`src/rtl/regfile_access_ctrl.sv`:
```
// regfile_access_ctrl
// Initiator for an 8x32 (parameterisable) register file port. Accepts read or
// write burst commands, streams write beats straight onto the write port and
// returns read beats through a registered valid/ready response stream.
module regfile_access_ctrl #(
    parameter int DATA_WIDTH = 32,
    parameter int ADDR_WIDTH = 3
) (
    input  logic                  clk,
    input  logic                  reset_n,
    // command channel
    input  logic                  cmd_valid,
    output logic                  cmd_ready,
    input  logic                  cmd_op,
    input  logic [ADDR_WIDTH-1:0] cmd_addr,
    input  logic [ADDR_WIDTH-1:0] cmd_len,
    // write-data stream
    input  logic                  wr_valid,
    output logic                  wr_ready,
    input  logic [DATA_WIDTH-1:0] wr_data,
    // read-response stream
    output logic                  rsp_valid,
    input  logic                  rsp_ready,
    output logic [DATA_WIDTH-1:0] rsp_data,
    // status
    output logic                  done,
    output logic                  busy,
    // register file write port
    output logic [ADDR_WIDTH-1:0] wAddr,
    output logic [DATA_WIDTH-1:0] wData,
    output logic                  we,
    // register file read port
    output logic [ADDR_WIDTH-1:0] rAddr,
    input  logic [DATA_WIDTH-1:0] rData
);

    typedef enum logic [1:0] {
        S_IDLE = 2'd0,
        S_WR   = 2'd1,
        S_RD   = 2'd2,
        S_RSP  = 2'd3
    } state_t;

    state_t                  state;
    state_t                  state_nxt;
    logic [ADDR_WIDTH-1:0]   cur_addr;
    logic [ADDR_WIDTH-1:0]   addr_nxt;
    logic [ADDR_WIDTH-1:0]   remaining;
    logic [ADDR_WIDTH-1:0]   rem_nxt;
    logic                    done_nxt;
    logic                    rsp_load;

    // Next-state, burst bookkeeping and handshake outputs.
    always_comb begin
        state_nxt = state;
        addr_nxt  = cur_addr;
        rem_nxt   = remaining;
        done_nxt  = 1'b0;
        rsp_load  = 1'b0;
        cmd_ready = 1'b0;
        wr_ready  = 1'b0;
        rsp_valid = 1'b0;
        we        = 1'b0;
        wAddr     = cur_addr;
        wData     = wr_data;

        unique case (state)
            S_IDLE: begin
                cmd_ready = 1'b1;
                if (cmd_valid) begin
                    addr_nxt  = cmd_addr;
                    rem_nxt   = cmd_len;
                    state_nxt = cmd_op ? S_WR : S_RD;
                end
            end
            S_WR: begin
                wr_ready = 1'b1;
                we       = wr_valid;
                if (wr_valid) begin
                    if (remaining == '0) begin
                        state_nxt = S_IDLE;
                        done_nxt  = 1'b1;
                    end else begin
                        addr_nxt = cur_addr + ADDR_WIDTH'(1);
                        rem_nxt  = remaining - ADDR_WIDTH'(1);
                    end
                end
            end
            S_RD: begin
                rsp_load  = 1'b1;
                state_nxt = S_RSP;
            end
            S_RSP: begin
                rsp_valid = 1'b1;
                if (rsp_ready) begin
                    if (remaining == '0) begin
                        state_nxt = S_IDLE;
                        done_nxt  = 1'b1;
                    end else begin
                        addr_nxt  = cur_addr + ADDR_WIDTH'(1);
                        rem_nxt   = remaining - ADDR_WIDTH'(1);
                        state_nxt = S_RD;
                    end
                end
            end
            default: state_nxt = S_IDLE;
        endcase
    end

    assign busy = (state != S_IDLE);

    // State, address/count, done pulse and registered read path.
    // rAddr is loaded from the next address so it always tracks cur_addr.
    always_ff @(posedge clk or negedge reset_n) begin
        if (!reset_n) begin
            state     <= S_IDLE;
            cur_addr  <= '0;
            remaining <= '0;
            rAddr     <= '0;
            done      <= 1'b0;
            rsp_data  <= '0;
        end else begin
            state     <= state_nxt;
            cur_addr  <= addr_nxt;
            remaining <= rem_nxt;
            rAddr     <= addr_nxt;
            done      <= done_nxt;
            if (rsp_load) begin
                rsp_data <= rData;
            end
        end
    end

endmodule

```
`config.mk`:
```
export PLATFORM = sky130hd
export DESIGN_NAME = regfile_access_ctrl
export DESIGN_NICKNAME = d
export VERILOG_FILES = /design/src/rtl/regfile_access_ctrl.sv
export SDC_FILE = /design/constraint.sdc
export NUM_CORES = 1
export LEC_CHECK = 0
export BUFFER_PORTS_ARGS = -buffer_cell sky130_fd_sc_hd__clkbuf_2
export CORE_MARGIN = 5
export CORE_UTILIZATION = 40
export CTS_BUF_LIST = sky130_fd_sc_hd__clkbuf_8
export CTS_CLUSTER_SIZE = 10
export DETAILED_ROUTE_END_ITERATION = 7
export PLACE_DENSITY = 0.84
export SLEW_MARGIN = 0
export SYNTH_ARGS = -nofsm -noshare
export SYNTH_HDL_FRONTEND = slang
export SYNTH_SLANG_ARGS = --single-unit
```
`constraint.sdc`:
```
create_clock -name clk -period 1.91 [get_ports clk]
set_input_delay 0 -clock clk [delete_from_list [all_inputs] [get_ports clk]]
set_output_delay 0 -clock clk [all_outputs]
set_load 0.01 [all_outputs]
```
==> run metrics <==
status=complete, but fails checks; failing checks=hold timing; TritonCTS clock tree=built; element type at the critical path end=primary output; Seq cells post-synth=41; Max Freq=693 MHz; Final Skew=0.00422 ns; cts bufs inserted=5; Clock Root Buffer=clkbuf_8; global route overflow=0; most common cell in the netlist=dfrtp_1; Die Wd=81.1 um; max-slew violations=0; drt total wl=4.70 mm; post-cts gate resize count=0; drc violations=0; Sw Pwr=1530 uW; number of enable flip-flop cells after synthesis=0; Die Area=6580 sq um; Die H=81.1 um; critical path's top delay family=buffers and inverters; clk_lat worst skew=0.28 ns; FP Rows=25; total number of vias=1509; PD cells=1560 nW/um^2; clock power share=16.7%; Core Area=4820 sq um; Clock transition at path regs=0.08 ns; Main synth FF type=dfrtp_1; Final Wtd Congestion=0.764; slowest stage delay, CP=0.40 ns; share of the synthesized area in the top cell type=50.7%; Inserted Diodes=0; yosys warns=0; # setup viols final=0; clk buf depth=2; Cell Int Power=2780 uW; Arrival @ worst endpoint=1.44 ns; RSZ-0062 raised after global routing=no; antenna violations before repair=0; IO buf count=87; Syn Inst Count=163; CP startpoint kind=flop; Sw Ratio=35.5%; highest-delay cell along the critical path=dfrtp_1; Worst Max-Slew Pin Slew=0.513 ns; starting DRC count in detailed routing=30; initial core utilization=42.0%; Distinct cells, synth=27; Fin. Hold Viols=1; first drt pass iteration count=4; Final period util=75.6%; Area growth, synth to finish=36.8%; Layout Utilization=57.4%; Worst Path Required=1.91 ns; Syn Nets=242; vias in the first global route=1595; top post-synthesis cells by area=dfrtp_1 (51%), mux2_2 (17%), buf_4 (14%); hold crit path type=in -> reg; Total Nets Final=337; DPL Wire Length=3.20 mm; syn_area_per_cell=12.4 sq um; worst path bufs/invs=3; Final ANT Viol Nets=0; GRT Overall Usage=14.6%; vias per inst=4.63; fraction of layout cells with a size suffix above 1=51.7%; routed len/inst=14.4 um; Synth async-reset ratio=100%; global-route wire length before repair=7.31 mm; dominant cell type by area after synthesis=dfrtp_1; largest net degree at the start of global routing=42; Ports=152; Gate power share=47.2%; fill count=411; fin crit period=1.44 ns; share of power burned in registers=36.1%; Hold WS=-0.00342 ns; critical-path cell list=buf_4, inv_1, nor2_1, and2_1, clkbuf_2; CTS H-tree lvls=2; Synth Cell Area=2020 sq um; worst vdd ir=0.851 mV; Pleak=0.00136 uW; worst-path fanout max=11; synth cell count leaders=dfrtp_1 (41), buf_4 (39), mux2_2 (30); register area share after synthesis=50.7%; max_slew headroom=65.8%; setup TNS=0 ns; Sink Count=41; max_cap viols=0; critical path class=reg -> out
worst paths after layout:
check,from,end,slack [ns],cells past startpoint
max in group asynchronous,reset_n,rsp_data[1]$_DFFE_PN0P_,1.24,3
min in group asynchronous,reset_n,rsp_data[19]$_DFFE_PN0P_,0.32,3
setup reg to reg,state[0]$_DFFE_PN0P_,rsp_data[22]$_DFFE_PN0P_,0.48,4
hold reg to reg,rsp_data[15]$_DFFE_PN0P_,rsp_data[15]$_DFFE_PN0P_,0.49,1
setup / recovery,state[0]$_DFFE_PN0P_,we,0.47,5
hold / removal,cmd_len[1],remaining[1]$_DFFE_PN0P_,-0.003,3
what timing repair did:
action                                 in CTS  in global routing
endpoints found under the hold margin      76                  0
setup buffers                               0                  0
hold buffers                               36                  0
sequential cells by signal (all words and copies together), names as in the netlist:
register,flops
remaining,3
state,2
rsp_data,32
wAddr,3
done,1
area by class of cell:
cell class	instances	area, sq um	share of cell area, %
clock inverters	2	37.5	1.36
well taps	67	83.8	3.03
repair buffers	128	833	30.1
inverters	7	26.3	0.950
flip-flops and latches	41	1030	37.1
multi-input cells	75	677	24.5
clock buffers	6	82.6	2.99
per-layer routing:
layer  vias to the layer above  global-route usage (%)  wire length, um
met5                         -                       0                0
met1                       716                    14.8             1840
met4                         0                    5.91               48
met2                        74                    26.5             2340
li1                        707                       -                -
met3                        12                    5.65              473
power by group through the flow:
stage	registers [uW]	clock network, uW	logic (uW)
after floorplan	1740	0	1190
after global placement	1560	0	1940
after detailed placement	1580	0	2000
after CTS	1560	745	2060
after global routing	1620	769	2230
final	1560	720	2030
per-stage QoR:
| stage | setup WS (ns) | cells | hold WS, ns | instance area [sq um] | power, uW |
|---|---|---|---|---|---|
| after floorplan | 0.572 | 163 | -0.296 | 2020 | 2920 |
| after detailed placement | 0.488 | 282 | 0.0000686 | 2290 | 3580 |
| after global routing | 0.372 | 326 | 0.0000164 | 2770 | 4620 |
| final | 0.467 | 326 | -0.00342 | 2770 | 4310 |
| after CTS | 0.454 | 326 | 0.0000686 | 2770 | 4370 |
| after global placement | 0.525 | 282 | 0.0000686 | 2290 | 3490 |
logic make-up (layout without fill, tap and decap cells):
group / Yosys count / in the layout / share of synthesized area, %
and+or+nand+nor: 19 / 19 / 4.70
AOI/OAI and AO/OA: 16 / 16 / 6.13
DFF: 41 / 41 / 50.7
adders and majority gates: 3 / 3 / 1.86
buffers and inverters: 47 / 143 / 16.0
muxes: 37 / 37 / 20.5
tightest hold or removal path, stage by stage:
cell and delay, ns:
clkbuf_2 0.07, a211oi_1 0.05, a21oi_1 0.11
placed cells by master, fill, tap and decap left out, types with 3 or more instances in the layout:
master and n:
o21ai_0 3, inv_1 7, dfrtp_1 41, mux2i_1 4, dlygate4sd3_1 36, nand2_1 4
ha_1 3, buf_4 5, nor2_1 6, mux2_2 30, a21oi_1 4, clkbuf_8 6
clkbuf_2 87
(Power assumes the default switching activity.)
